`src/rtl/ff_equiv_pkg.sv`:
```
// Shared types and helpers for the flop-mapping equivalence monitor.
package ff_equiv_pkg;

  // Monitor sequencing: idle, warm-up (samples ignored), compare window, verdict hold.
  typedef enum logic [1:0] {
    ST_IDLE   = 2'd0,
    ST_WARMUP = 2'd1,
    ST_RUN    = 2'd2,
    ST_DONE   = 2'd3
  } state_t;

  // Working width for the generic saturating increment; callers cast in and out.
  localparam int unsigned SAT_W = 64;

  // Increment v, but stick at the all-ones value of a w-bit counter.
  function automatic logic [SAT_W-1:0] sat_inc(input logic [SAT_W-1:0] v,
                                               input int unsigned      w);
    logic [SAT_W-1:0] maxv;
    if (w >= SAT_W) maxv = '1;
    else            maxv = (SAT_W'(1) << w) - SAT_W'(1);
    return (v >= maxv) ? v : v + SAT_W'(1);
  endfunction

endpackage

```
`src/rtl/mism_counter.sv`:
```
// One candidate lane: compare against the reference, count mismatching
// samples with saturation, and keep a sticky fail flag.
module mism_counter
  import ff_equiv_pkg::*;
#(
  parameter int WIDTH = 4,
  parameter int CNTW  = 16
) (
  input  logic             clk,
  input  logic             r,
  input  logic             clear,
  input  logic             en,
  input  logic [WIDTH-1:0] q_ref,
  input  logic [WIDTH-1:0] q_cand,
  output logic             mism,
  output logic             fail,
  output logic [CNTW-1:0]  count
);

  // Any differing bit makes the whole sample a mismatch for this lane.
  assign mism = (q_cand != q_ref);

  // Count and flag mismatches only while the top enables a compare sample.
  always_ff @(posedge clk or negedge r) begin
    if (!r) begin
      count <= '0;
      fail  <= 1'b0;
    end else if (clear) begin
      count <= '0;
      fail  <= 1'b0;
    end else if (en && mism) begin
      count <= CNTW'(sat_inc(SAT_W'(count), CNTW));
      fail  <= 1'b1;
    end
  end

endmodule

```
`src/rtl/ff_equiv_monitor.sv`:
```
// Clocked equivalence monitor: compares several candidate flop-output
// vectors against a reference over a fixed window after a warm-up, and
// holds a sticky per-candidate verdict until restarted.
module ff_equiv_monitor
  import ff_equiv_pkg::*;
#(
  parameter int WIDTH      = 4,
  parameter int NCAND      = 4,
  parameter int CNTW       = 16,
  parameter int WARMUP     = 3,
  parameter int RUN_CYCLES = 1000,
  localparam int CW        = (NCAND > 1) ? $clog2(NCAND) : 1
) (
  input  logic                  clk,
  input  logic                  r,
  input  logic                  start,
  input  logic                  valid,
  input  logic [WIDTH-1:0]      q_ref,
  input  logic [NCAND*WIDTH-1:0] q_cand,
  output logic                  busy,
  output logic                  done,
  output logic                  pass,
  output logic [NCAND-1:0]      fail_mask,
  output logic [NCAND*CNTW-1:0] mism_count,
  output logic [CNTW-1:0]       sample_count,
  output logic [CNTW-1:0]       first_fail_idx,
  output logic [CW-1:0]         first_fail_cand
);

  // Terminal counts; the warm-up one is only consulted when WARMUP > 0.
  localparam logic [CNTW-1:0] WU_LAST  = CNTW'((WARMUP > 0) ? WARMUP - 1 : 0);
  localparam logic [CNTW-1:0] RUN_LAST = CNTW'(RUN_CYCLES - 1);
  localparam state_t          ST_FIRST = (WARMUP > 0) ? ST_WARMUP : ST_RUN;

  state_t           state, state_nxt;
  logic             clr;
  logic             warm_en;
  logic             run_en;
  logic [CNTW-1:0]  warm_cnt;
  logic [NCAND-1:0] mism_vec;
  logic [CW-1:0]    first_k;

  // Next-state and per-cycle control strobes.
  always_comb begin
    state_nxt = state;
    clr       = 1'b0;
    warm_en   = 1'b0;
    run_en    = 1'b0;
    case (state)
      ST_IDLE, ST_DONE: begin
        // The sample presented alongside start is never consumed.
        if (start) begin
          clr       = 1'b1;
          state_nxt = ST_FIRST;
        end
      end
      ST_WARMUP: begin
        if (valid) begin
          warm_en = 1'b1;
          if (warm_cnt == WU_LAST) state_nxt = ST_RUN;
        end
      end
      ST_RUN: begin
        if (valid) begin
          run_en = 1'b1;
          if (sample_count == RUN_LAST) state_nxt = ST_DONE;
        end
      end
      default: state_nxt = ST_IDLE;
    endcase
  end

  // State register.
  always_ff @(posedge clk or negedge r) begin
    if (!r) state <= ST_IDLE;
    else    state <= state_nxt;
  end

  // One compare/count lane per candidate.
  for (genvar k = 0; k < NCAND; k++) begin : g_lane
    mism_counter #(
      .WIDTH (WIDTH),
      .CNTW  (CNTW)
    ) u_lane (
      .clk    (clk),
      .r      (r),
      .clear  (clr),
      .en     (run_en),
      .q_ref  (q_ref),
      .q_cand (q_cand[k*WIDTH +: WIDTH]),
      .mism   (mism_vec[k]),
      .fail   (fail_mask[k]),
      .count  (mism_count[k*CNTW +: CNTW])
    );
  end

  // Priority select: lowest-index candidate mismatching on this sample.
  always_comb begin
    first_k = '0;
    for (int k = NCAND - 1; k >= 0; k--) begin
      if (mism_vec[k]) first_k = CW'(k);
    end
  end

  // Warm-up and sample counters plus first-fail capture; an empty fail_mask
  // means no earlier mismatch in this sequence.
  always_ff @(posedge clk or negedge r) begin
    if (!r) begin
      warm_cnt        <= '0;
      sample_count    <= '0;
      first_fail_idx  <= '0;
      first_fail_cand <= '0;
    end else if (clr) begin
      warm_cnt        <= '0;
      sample_count    <= '0;
      first_fail_idx  <= '0;
      first_fail_cand <= '0;
    end else begin
      if (warm_en) warm_cnt <= warm_cnt + CNTW'(1);
      if (run_en) begin
        sample_count <= sample_count + CNTW'(1);
        if ((|mism_vec) && !(|fail_mask)) begin
          first_fail_idx  <= sample_count;
          first_fail_cand <= first_k;
        end
      end
    end
  end

  assign busy = (state == ST_WARMUP) || (state == ST_RUN);
  assign done = (state == ST_DONE);
  assign pass = done && !(|fail_mask);

endmodule

```
`config.mk`:
```
export PLATFORM = sky130hd
export DESIGN_NAME = ff_equiv_monitor
export DESIGN_NICKNAME = d
export VERILOG_FILES = /design/src/rtl/ff_equiv_pkg.sv /design/src/rtl/mism_counter.sv /design/src/rtl/ff_equiv_monitor.sv
export SDC_FILE = /design/constraint.sdc
export NUM_CORES = 1
export LEC_CHECK = 0
export ABC_AREA = 1
export CAP_MARGIN = 40
export CORE_MARGIN = 2
export CORE_UTILIZATION = 55
export CTS_CLUSTER_SIZE = 16
export DETAILED_ROUTE_END_ITERATION = 16
export GPL_TIMING_DRIVEN = 0
export HOLD_SLACK_MARGIN = 0.03
export PLACE_DENSITY = 0.93
export SLEW_MARGIN = 40
export SYNTH_ARGS = -nofsm -noshare
export SYNTH_HDL_FRONTEND = slang
export SYNTH_SLANG_ARGS = --single-unit
export TNS_END_PERCENT = 30
```
`constraint.sdc`:
```
create_clock -name clk -period 4.7 [get_ports clk]
set_input_delay 0.705 -clock clk [delete_from_list [all_inputs] [get_ports clk]]
set_output_delay 0.705 -clock clk [all_outputs]
set_load 0.01 [all_outputs]
```
* Yosys cells after proc, flatten, opt, wreduce, memory -nomap -nowiden
Cells that the tools add are included.
Word-level totals: input bits 24, word-level logic and storage cells 119, output and inout port bits 105, flip-flop bits (word level) 120
Cells by class: magnitude comparators 4, reduce and logical (&&, ||, !) cells 25, add/sub/neg operators 6, equality and inequality tests 18, muxes and demuxes 53
Operators with widths (count):
- $mux W64 | 8
- $mux W16 | 19
- $ge A16 B64 Y1 | 4
- $add A16 B1 Y16 const B | 6
- $mux W2 | 12
- $ne A2 B2 Y1 const B | 9
- $eq A16 B10 Y1 const B | 1
- $eq A16 B2 Y1 const B | 1
- $ne A4 B4 Y1 | 4
- $reduce_bool A2 Y1 | 7
- $mux W1 | 13
- $reduce_and A2 Y1 | 5
- $reduce_or A4 Y1 | 2
- $logic_and A1 B1 Y1 | 6
- $pmux W2 S3 | 1
- $reduce_and A5 Y1 | 1
- $eq A2 B2 Y1 const B | 2
- $eq A2 B1 Y1 const B | 1
- $logic_not A2 Y1 | 1
- $reduce_or A2 Y1 | 1
- $logic_not A1 Y1 | 1
- $logic_or A1 B1 Y1 | 1

* Longest topological paths before layout
Gate-level depths: netlist of run 1.
depth after elaboration 9, depth in mapped cells 11, depth with buffers taken out 11

* By module
Synthesis of run 1 repeated with hierarchy kept, for this count alone.
Second synthesis, totals: cell total of the unflattened synthesis 1086, area total of the unflattened synthesis 7653.6 µm²
By module, submodules not included:
- mism_counter | instances 4, sequential area each 425.4 µm², cells each 180, area each 1207.4 µm²
- ff_equiv_monitor | instances 1, sequential area each 1301.2 µm², cells each 366, area each 2824.0 µm²

* Worst setup path after synthesis of run 1
OpenSTA, ideal clock, no wires.
path type reg2reg, start register state[0], end register g_lane[2].u_lane.count[10], cell stages (with the launch flop) 8, library setup time 0.083 ns, path buffers 2, arrival time 1.660 ns, required time 4.617 ns, setup slack 2.958 ns, path through dfrtp_1 -> inv_1 -> ha_1 -> nand2_1 -> clkbuf_1 -> clkbuf_1 -> nand3_1 -> o21ai_0
Between the ends: longest elaborated chain between the ends 5, elaborated cells between the ends (all ways) 11, classes of those cells eq/ne: 3; mux: 3; reduce/logical: 5
RTL lines:
- start: declaration | RTL line ff_equiv_monitor.sv:35 | state_t state, state_nxt;
- start signal: assignment | RTL line ff_equiv_monitor.sv:76 | else state <= state_nxt;
- $eq A2 B2 Y1 or $logic_not A2 Y1 (tied branches) | RTL line ff_equiv_monitor.sv:49 | case (state)
- $reduce_or A2 Y1 or $mux W1 (tied branches) | RTL line ff_equiv_monitor.sv:49
- $mux W1 or $logic_and A1 B1 Y1 (tied branches) | RTL line ff_equiv_monitor.sv:49, mism_counter.sv:31
- $ne A2 B2 Y1 (no line) or $reduce_bool A2 Y1 (tied branches)
- $reduce_and A2 Y1 (no line)
- end signal: assignment | RTL line mism_counter.sv:32 | count <= CNTW'(sat_inc(SAT_W'(count), CNTW));
- end: declaration | RTL line mism_counter.sv:17 | output logic [CNTW-1:0] count
Parallel ways exist; a longest one is shown, timed or not. A chain may end at the register's enable or synchronous reset.

* Final worst setup path of run 1
start register state[0], end output busy
Between the ends: longest elaborated chain between the ends 2, elaborated cells between the ends (all ways) 3, classes of those cells eq/ne: 2; reduce/logical: 1
RTL lines:
- $eq A2 B1 Y1 or $eq A2 B2 Y1 (tied branches) | RTL line ff_equiv_monitor.sv:130 | assign busy = (state == ST_WARMUP) || (state == ST_RUN);
- $logic_or A1 B1 Y1 (*) | RTL line ff_equiv_monitor.sv:130
- end: declaration | RTL line ff_equiv_monitor.sv:20 | output logic busy,
Every way passes the cells marked *; elsewhere a longest branch is shown, timed or not.

==> results of run 1 <==
## cell families (layout without fill, tap and decap cells)
kind of cell,after synthesis,count (layout),synth area share
AND/OR/NAND/NOR,662,662,0.377
buffers and inverters,122,283,0.0763
flip-flops,120,120,0.414
AO/OA/AOI/OAI,81,81,0.0619
XOR/XNOR,44,44,0.0531
adder cells (fa/ha/maj),10,10,0.0173
## cell type report
| class | instances | share of cell area |
|---|---|---|
| plain buffers | 28 | 0.0212 |
| clock buffers | 18 | 0.0454 |
| clock inverters | 14 | 0.0259 |
| inverters | 94 | 0.0373 |
| multi-input cells | 797 | 0.391 |
| flip-flops and latches | 120 | 0.318 |
| well taps | 172 | 0.0228 |
| repair buffers | 129 | 0.139 |
## power by group through the flow
stage / sequential, mW / clock, mW / combinational, mW
CTS: 1.29 / 1.51 / 1.42
finish: 1.29 / 1.50 / 1.42
detailed placement: 1.30 / 0 / 1.40
floorplan: 1.30 / 0 / 0.834
global route: 1.31 / 1.55 / 1.57
global placement: 1.30 / 0 / 1.35
## flip-flops by register name, summed over array words and instances (netlist names)
name,cells
g_lane.u_lane.count,64
first_fail_idx,16
sample_count,16
warm_cnt,16
g_lane.u_lane.fail,4
first_fail_cand,2
state,2
## through the flow
stage	power [mW]	setup WS [ns]	cell area, um2	instances
floorplan	2.14	2.96	7250	1039
CTS	4.21	2.11	9450	1372
global route	4.44	2.03	9450	1372
global placement	2.65	-1.70	8750	1339
detailed placement	2.70	1.90	8780	1340
finish	4.21	2.10	9450	1372
## synth_stat cells (all sizes together)
master,instances
nand3,77
nand2,390
o21ai,52
inv,94
ha,10
a211oi,1
o31ai,1
nor3,21
a21oi,24
nor4,4
o21bai,2
clkbuf,7
nor2,147
nand4,17
dfrtp,120
nor3b,2
a31o,1
buf,21
xor2,41
or2,4
xnor2,3
## final timing paths
kind | from | to | slack (ns) | cells after the start
max | state[0] | busy | 2.10 | 4
min | r | first_fail_idx[7] | 0.20 | 1
max reg2reg | state[0] | g_lane[2].u_lane.count[1] | 2.24 | 7
min reg2reg | first_fail_idx[11] | first_fail_idx[11] | 0.50 | 2
max in group asynchronous | r | g_lane[1].u_lane.count[12] | 3.83 | 2
min in group clk | first_fail_idx[11] | first_fail_idx[11] | 0.50 | 2
## routing by layer
layer / vias to the layer above / share of wire / global-route usage
met5: - / 0 / 0
met4: 0 / 0.022 / 0.105
met3: 48 / 0.080 / 0.0532
met2: 339 / 0.50 / 0.492
met1: 3431 / 0.40 / 0.361
li1: 3578 / - / -
==> run summary, run 1 <==
Outcome: finished clean
Clock sinks: 120
Kind of critical path: flop to output pin
CTS max path bufs: 2
Buffers & Inverters on Critical Path: 3
Final max-slew violation count: 0
Final period util: 0.553
Post-Syn Area: 7250 um2
Setup Fix Bufs, Post-CTS: 0
Comb power frac: 0.338
Flip-flop and latch area: 3000 um2
Vias/cell: 5.39
Maximum vdd drop: 409 uV
Die Span X: 119 um
Least-Margin Pin Slew: 0.624 ns
Syn avg cell area: 6.98 um2
Crit-path cells: inv_1 > ha_1 > inv_1 > clkdlybuf4s50_1
Pre-antenna DRT Iters: 5
Initial antenna violation count: 0
HPWL Detailed: 13.9 mm
Unique masters post-synth: 35
Fill count: 960
Cts bufs inserted: 17
Drt wl/cell: 14.5 um
I/O Buffers: 128
Iter 0 DRT Violations: 559
Final Util: 0.743
Pwr/cell area: 445 nW/um2
Clock skew: 0.00652 ns
Most used cell, CP: inv_1
TritonCTS clock tree: yes
Synth top area share: 0.414
Syn nets: 1,073
Fin Setup TNS: 0 ns
Final Hold Fails: 0
Commonest non-fill, non-tap cell in the layout: nand2_1
Delay-heaviest family, CP: buffers and inverters
Worst EP required: 3.99 ns
Hold buffer count at CTS: 0
Worst-path fanout max: 4
RSZ-0062 raised after global routing: false
CTS HTree Levels: 4
Synth warn: 0
Layout cells sized above 1: 0.0675
CP max stage delay: 0.57 ns
Setup violators final: 0
Hold_ws: 0.201 ns
Synth top area cells: dfrtp_1 (41%), nand2_1 (20%), nor2_1 (7.5%), nand3_1 (5.3%), xor2_1 (5.0%)
Vias in the first global route: 7,056
GPL Wtd Cong: 0.913
Sequential share of the synthesized area: 0.414
DIE HEIGHT: 119 um
All-layer global routing usage: 0.287
Layout area overhead: 30.4%
Synth area leader: dfrtp_1
Crit start category: flop
Core Rows: 41
Worst skew pair latency: 0.42 ns
Antenna diodes: 0
Period minus WS final: 2.60 ns
CP Data Arrival Time: 1.89 ns
Part of the power in registers: 0.307
Hold crit path type: input pin to async pin
GR Overflow Total: 0
Switching power: 1.55 mW
Fin nets: 1,221
Sw frac: 0.367
Cell Int Power: 2.67 mW
FMAX: 385 MHz
Starting Density: 0.570
Ports: 129
Leakage: 4.41 nW
Slew HR: 0.584
First-pass GRT wire length: 33.1 mm
Gate Count Post-Synth: 1,039
Die Area: 14,100 um2
Crit. End Element: output pin
Final wirelength: 19.9 mm
Max_cap viols: 0
CTS root buf: clkbuf_16
Clk pin slew, worst setup/hold paths: 0.06 ns
Register bit total from synthesis: 120
Most frequent cells in the layout: nand2_1 (383), nor2_1 (145), clkdlybuf4s50_1 (127)
Routed vias: 7,396
Cts repair resizes: 0
ANT nets after route: 0
Area of the multi-input gates: 3690 um2
Clock share of power: 0.355
Largest net degree at the start of global routing: 65
Critical-path top delay cell: clkdlybuf4s50_1
DRC errors left: 0
Core ar.: 12,700 um2
No activity file was read; power rests on OpenSTA's default activity.
==> run 2, diff against run 1 <==
- CORE_UTILIZATION: 55 -> 48
- PLACE_DENSITY: 0.93 -> 0.87
- clock period: 4.7 -> 2.2 ns (I/O delays scaled with it)
==> run summary, run 2 (synthesized netlist as in run 1, its figures left out) <==
Outcome: finished clean
Pwr/cell area: 927 nW/um2 (+110%)
Largest net degree at the start of global routing: 63 (-3.1%)
Die Area: 16,100 um2 (+14%)
Vias in the first global route: 6,695 (-5.1%)
Routing usage on met2: 0.395 (-0.0974)
Clock sinks: 120 (unchanged)
Core ar.: 14,600 um2 (+15%)
Clk pin slew, worst setup/hold paths: 0.06 ns (about the same)
GR Overflow Total: 0 (unchanged)
Final max-slew violation count: 0 (unchanged)
Least-Margin Pin Slew: 0.477 ns (-0.147 ns)
Layout area overhead: 30.9%
CTS root buf: clkbuf_16
Met3 Resource Use GR: 0.0519 (-0.00128)
Final period util: 0.949
Crit start category: flop
Fin Setup TNS: 0 ns (unchanged)
Clock skew: 0.0123 ns (+0.00583 ns)
Setup Slack @ Placement: -0.260 ns (-2.16 ns)
Max_cap viols: 0 (unchanged)
Flop2flop setup slack: 0.17 ns (-2.07 ns)
Core Rows: 44 (+7.3%)
Pre-antenna DRT Iters: 5 (unchanged)
DP Area: 8790 um2 (+0.17%)
Worst EP required: 1.87 ns (-2.12 ns)
Cts bufs inserted: 17 (unchanged)
CP max stage delay: 0.56 ns (about the same)
FMAX: 479 MHz
CP Data Arrival Time: 1.76 ns (-0.13 ns)
Most frequent cells in the layout: nand2_1 (382), nor2_1 (145), clkdlybuf4s50_1 (126)
Period minus WS final: 2.09 ns
Fill count: 1,228 (+28%)
Initial antenna violation count: 0 (unchanged)
Leakage: 4.46 nW (+1.1%)
Final wirelength: 18.9 mm (-5.2%)
Die Span X: 127 um (+6.8%)
Cell area after layout: 9490 um2 (+0.42%)
ANT nets after route: 0 (unchanged)
Setup violators final: 0 (unchanged)
Commonest non-fill, non-tap cell in the layout: nand2_1
Final worst setup slack: 0.112 ns (-1.99 ns)
Hold crit path type: input pin to async pin
Iter 0 DRT Violations: 561 (+0.36%)
Fin nets: 1,224 (+0.25%)
Kind of critical path: flop to output pin
Slew HR: 0.680 (+0.0954)
CTS HTree Levels: 4 (unchanged)
First-pass GRT wire length: 31.6 mm (-4.3%)
Vias/cell: 5.26 (-2.4%)
Largest register FFs: 64 (unchanged)
Maximum vdd drop: 667 uV (+63%)
Met1 Usage GRT: 0.311 (-0.0497)
Critical-path top delay cell: clkdlybuf4s50_1
DRC errors left: 0 (unchanged)
Crit-path cells: ha_1 > inv_1 > nor2_1 > clkdlybuf4s50_1
Layout cells sized above 1: 0.0798 (+0.0123)
Final Util: 0.648 (-0.0948)
Starting Density: 0.495 (-0.0748)
Drt wl/cell: 13.6 um (-6.2%)
TritonCTS clock tree: yes
Worst-path fanout max: 4 (unchanged)
I/O Buffers: 128 (unchanged)
Antenna diodes: 0 (unchanged)
HPWL Detailed: 13.6 mm (-2.6%)
DIE HEIGHT: 127 um (+6.8%)
Worst skew pair latency: 0.42 ns (about the same)
GPL Wtd Cong: 0.937 (+2.7%)
All-layer global routing usage: 0.239 (-0.0477)
Crit. End Element: output pin
CTS max path bufs: 2 (unchanged)
GRT busiest layer: met2
Ports: 129 (unchanged)
Most flops, register: g_lane.u_lane.count
Final Hold Fails: 0 (unchanged)
Routed vias: 7,297 (-1.3%)
[run 2: changes by cell type in the layout (fill, tap and decap cells not counted), sizes merged]
cell           previous run  this run
dlygate4sd3               0         1
bufinv                    6         4
clkinvlp                  4         3
clkbuf                   25        24
clkdlybuf4s50           127       126
dlymetal6s2s              0         1
inv                      97        94
clkinv                    1         8
buf                      23        25
[run 2: metal layers]
layer | up-vias | share of wire | routed length [um]
met5 | - | 0 | 0
met1 | 3425 | 0.44 | 8260
met3 | 27 | 0.062 | 1180
li1 | 3585 | - | -
met2 | 260 | 0.48 | 9120
met4 | 0 | 0.018 | 339
[run 2: stage by stage]
stage | instances | hold slack (ns) | power, mW
floorplan | 1039 | 0.0344 | 4.57
global placement | 1351 | 0.480 | 5.68
detailed placement | 1352 | 0.303 | 5.76
CTS | 1385 | 0.457 | 8.77
global route | 1387 | 0.485 | 9.33
finish | 1387 | 0.446 | 8.81
[run 2: worst paths after layout]
path	to	cells past startpoint	start
min in group clk	first_fail_idx[4]	2	first_fail_idx[4]
setup / recovery	pass	4	state[1]
hold / removal	first_fail_idx[8]	2	r
setup reg to reg	g_lane[0].u_lane.count[10]	10	state[0]
hold reg to reg	first_fail_idx[4]	2	first_fail_idx[4]
max in group asynchronous	g_lane[0].u_lane.count[5]	3	r
[run 2: worst max-delay path, delay by kind of cell (launching register included)]
kind	cells	cell delay (ns)
adder cells (fa/ha/maj)	1	0.24
buffers and inverters	2	0.62
flip-flops	1	0.40
AND/OR/NAND/NOR	1	0.09
[run 2: cell type report]
cell class | instances | area, um2 | area share
well taps | 184 | 230 | 0.0242
multi-input cells | 797 | 3720 | 0.392
flip-flops and latches | 120 | 3000 | 0.316
clock buffers | 17 | 425 | 0.0448
repair buffers | 132 | 1340 | 0.141
clock inverters | 15 | 203 | 0.0213
inverters | 94 | 357 | 0.0376
plain buffers | 28 | 214 | 0.0225
[run 2: power breakdown]
group / internal [mW] / switching (mW)
clock network: 1.90 / 1.06
registers: 2.44 / 0.310
logic: 1.17 / 1.92
[run 2: timing repair]
action	in CTS	in global routing
setup endpoints to repair	62	45
setup buffers	0	2
endpoints found under the hold margin	61	0
gates resized for setup	7	9
hold buffers	1	0
==> run 3, diff against run 2 <==
- CORE_UTILIZATION: 48 -> 49
- PLACE_DENSITY: 0.87 -> 0.82
- SYNTH_HIERARCHICAL: unset -> 1
==> run summary, run 3 <==
Largest net degree at the start of global routing: 67 (+6.3%)
Synth warn: 6 (+6)
Core Rows: 45 (+2.3%)
Fin nets: 1,269 (+3.7%)
Most flops, register: g_lane.u_lane/count
Die Area: 16,600 um2 (+3.3%)
Pre-antenna DRT Iters: 5 (unchanged)
Drt wl/cell: 14.1 um (+3.6%)
Period minus WS final: 2.10 ns (+0.0134 ns)
Register bit total from synthesis: 120 (unchanged)
Synth top area cells: dfrtp_1 (39%), nand2_1 (16%), nand3_1 (11%), nor2_1 (7.0%), inv_1 (5.4%)
Gate Count Post-Synth: 1,086 (+4.5%)
Clk pin slew, worst setup/hold paths: 0.05 ns (about the same)
Starting Density: 0.502 (+0.00647)
Layout area overhead: 28.9%
Hold_ws: 0.413 ns (-0.0321 ns)
GPL Wtd Cong: 0.921 (-1.7%)
Final Hold Fails: 0 (unchanged)
Top FF cell, synth: dfrtp_1
Crit start category: flop
Most frequent cells in the layout: nand2_1 (328), nand3_1 (173), nor2_1 (141)
Cts bufs inserted: 17 (unchanged)
Setup Slack @ Placement: -0.401 ns (-0.141 ns)
GR Overflow Total: 0 (unchanged)
Final period util: 0.955 (+0.00608)
CTS max path bufs: 2 (unchanged)
Clock sinks: 120 (unchanged)
Worst EP required: 1.87 ns (about the same)
Worst-path fanout max: 3 (-1)
Max_cap viols: 0 (unchanged)
Top-count cell post-synth: nand2_1
Kind of critical path: flop to output pin
Iter 0 DRT Violations: 583 (+3.9%)
TritonCTS clock tree: yes
FMAX: 476 MHz (-0.64%)
Synth area leader: dfrtp_1
HPWL Detailed: 14.5 mm (+6.5%)
Routed vias: 7,664 (+5.0%)
CTS root buf: clkbuf_16
Maximum vdd drop: 687 uV (+2.9%)
ANT nets after route: 0 (unchanged)
RSZ-0062 raised after global routing: false
Outcome: finished clean
DIE HEIGHT: 129 um (+1.6%)
Antenna diodes: 0 (unchanged)
Final worst setup slack: 0.0982 ns (-0.0134 ns)
Sequential share of the synthesized area: 0.392 (-0.0218)
Vias/cell: 5.25 (-0.15%)
Least-Margin Pin Slew: 0.552 ns (+0.0746 ns)
CTS HTree Levels: 4 (unchanged)
Pwr/cell area: 782 nW/um2 (-16%)
Setup Fix Bufs, Post-CTS: 0 (unchanged)
Final Util: 0.646 (-0.00191)
Largest register FFs: 64 (unchanged)
I/O Buffers: 128 (unchanged)
Final wirelength: 20.6 mm (+9.0%)
Worst skew pair latency: 0.42 ns (about the same)
Syn avg cell area: 7.05 um2 (+0.99%)
Number of synthesized flops with an enable pin: 0 (unchanged)
Ports: 129 (unchanged)
Vias in the first global route: 7,102 (+6.1%)
Synth top area share: 0.392 (-0.0218)
All-layer global routing usage: 0.257 (+0.0180)
Final max-slew violation count: 0 (unchanged)
Ys async rst share: 1.00 (unchanged)
CP Data Arrival Time: 1.77 ns (about the same)
Setup violators final: 0 (unchanged)
Clock skew: 0.00905 ns (-0.00330 ns)
First-pass GRT wire length: 34.2 mm (+8.1%)
Synth top cells by count: nand2_1 (328), nand3_1 (173), nor2_1 (143)
Crit. End Element: output pin
Slew HR: 0.632 (-0.0473)
DRC errors left: 0 (unchanged)
Initial antenna violation count: 2 (+2)
Commonest non-fill, non-tap cell in the layout: nand2_1
Hold crit path type: input pin to async pin
Unique masters post-synth: 38 (+8.6%)
Core ar.: 15,300 um2 (+4.2%)
Post-Syn Area: 7650 um2 (+5.6%)
Layout cells sized above 1: 0.0913 (+0.0115)
Syn nets: 1,120 (+4.4%)
Die Span X: 129 um (+1.6%)
Leakage: 4.71 nW (+5.6%)
run 3: cell count changes after synthesis, moves of 6 or more:
cell,previous run,this run
nor2_2,1,22
inv_1,90,110
o31ai_1,1,7
o21ai_0,42,10
nand2_1,383,328
nand3_1,77,173
buf_4,7,0
xor2_1,41,29
nor2_4,1,12
nand2_2,4,10
buf_2,6,12
run 3: final timing paths:
kind / start / to / slack, ns / cells after the start
hold / removal: r / g_lane[0].u_lane/count[13] / 0.41 / 2
setup / recovery: g_lane[1].u_lane/fail / pass / 0.1 / 3
min in group clk: first_fail_idx[3] / first_fail_idx[3] / 0.50 / 2
max in group asynchronous: r / g_lane[2].u_lane/count[7] / 1.12 / 3
setup reg to reg: state[0] / g_lane[3].u_lane/count[4] / 0.15 / 10
hold reg to reg: first_fail_idx[3] / first_fail_idx[3] / 0.50 / 2
run 3: metal layers:
metal,vias up,wire length [um],GRT usage,share of wire
met1,3584,8960,0.343,0.44
met3,27,1370,0.0541,0.067
met2,276,9960,0.414,0.48
met5,-,33,0,0.0016
met4,4,268,0.0940,0.013
li1,3773,-,-,-
run 3: power by group:
part	switching, mW	leakage [nW]	internal, mW
clock	0.984	0.289	1.81
combinational	1.61	2.75	0.767
sequential	0.175	1.66	2.36
total	2.77	4.71	4.94
run 3: timing repair:
action,in CTS,in global routing
gates resized for setup,5,10
hold buffers,1,0
hold endpoints to repair,54,0
setup endpoints to repair,43,49
run 3: cells by family (layout without fill, tap and decap cells):
| kind of cell | after synthesis | count (layout) | share of synthesized area |
|---|---|---|---|
| compound gates | 52 | 52 | 0.0410 |
| buf+inv | 138 | 300 | 0.0768 |
| fa+ha+maj | 10 | 10 | 0.0163 |
| simple gates | 733 | 733 | 0.436 |
| flops | 120 | 120 | 0.392 |
| xor+xnor | 33 | 33 | 0.0378 |
run 3: final cells by class:
type                            instances  area (um2)
Fill cell                            1297        5400
Multi-Input combinational cell        828        4070
Sequential cell                       120        3000
Timing Repair Buffer                  130        1330
Clock buffer                           25         505
Inverter                              113         427
Tap cell                              211         264
Buffer                                 25         174
Clock inverter                          7        90.1
run 3: critical path, cell delays in order (launching register included):
cell             delay, ns
dfrtp_1               0.40
nor2_2                0.21
and3_1                0.18
clkdlybuf4s50_1       0.56
run 3: through the flow:
step / area (um2) / setup TNS (ns) / power [mW] / cells
after floorplan: 7650 / 0 / 3.98 / 1086
after global placement: 9200 / -488.69 / 4.85 / 1425
after detailed placement: 9230 / -20.35 / 4.90 / 1426
after CTS: 9840 / 0 / 7.72 / 1459
after global routing: 9860 / 0 / 8.13 / 1459
final: 9860 / 0 / 7.71 / 1459
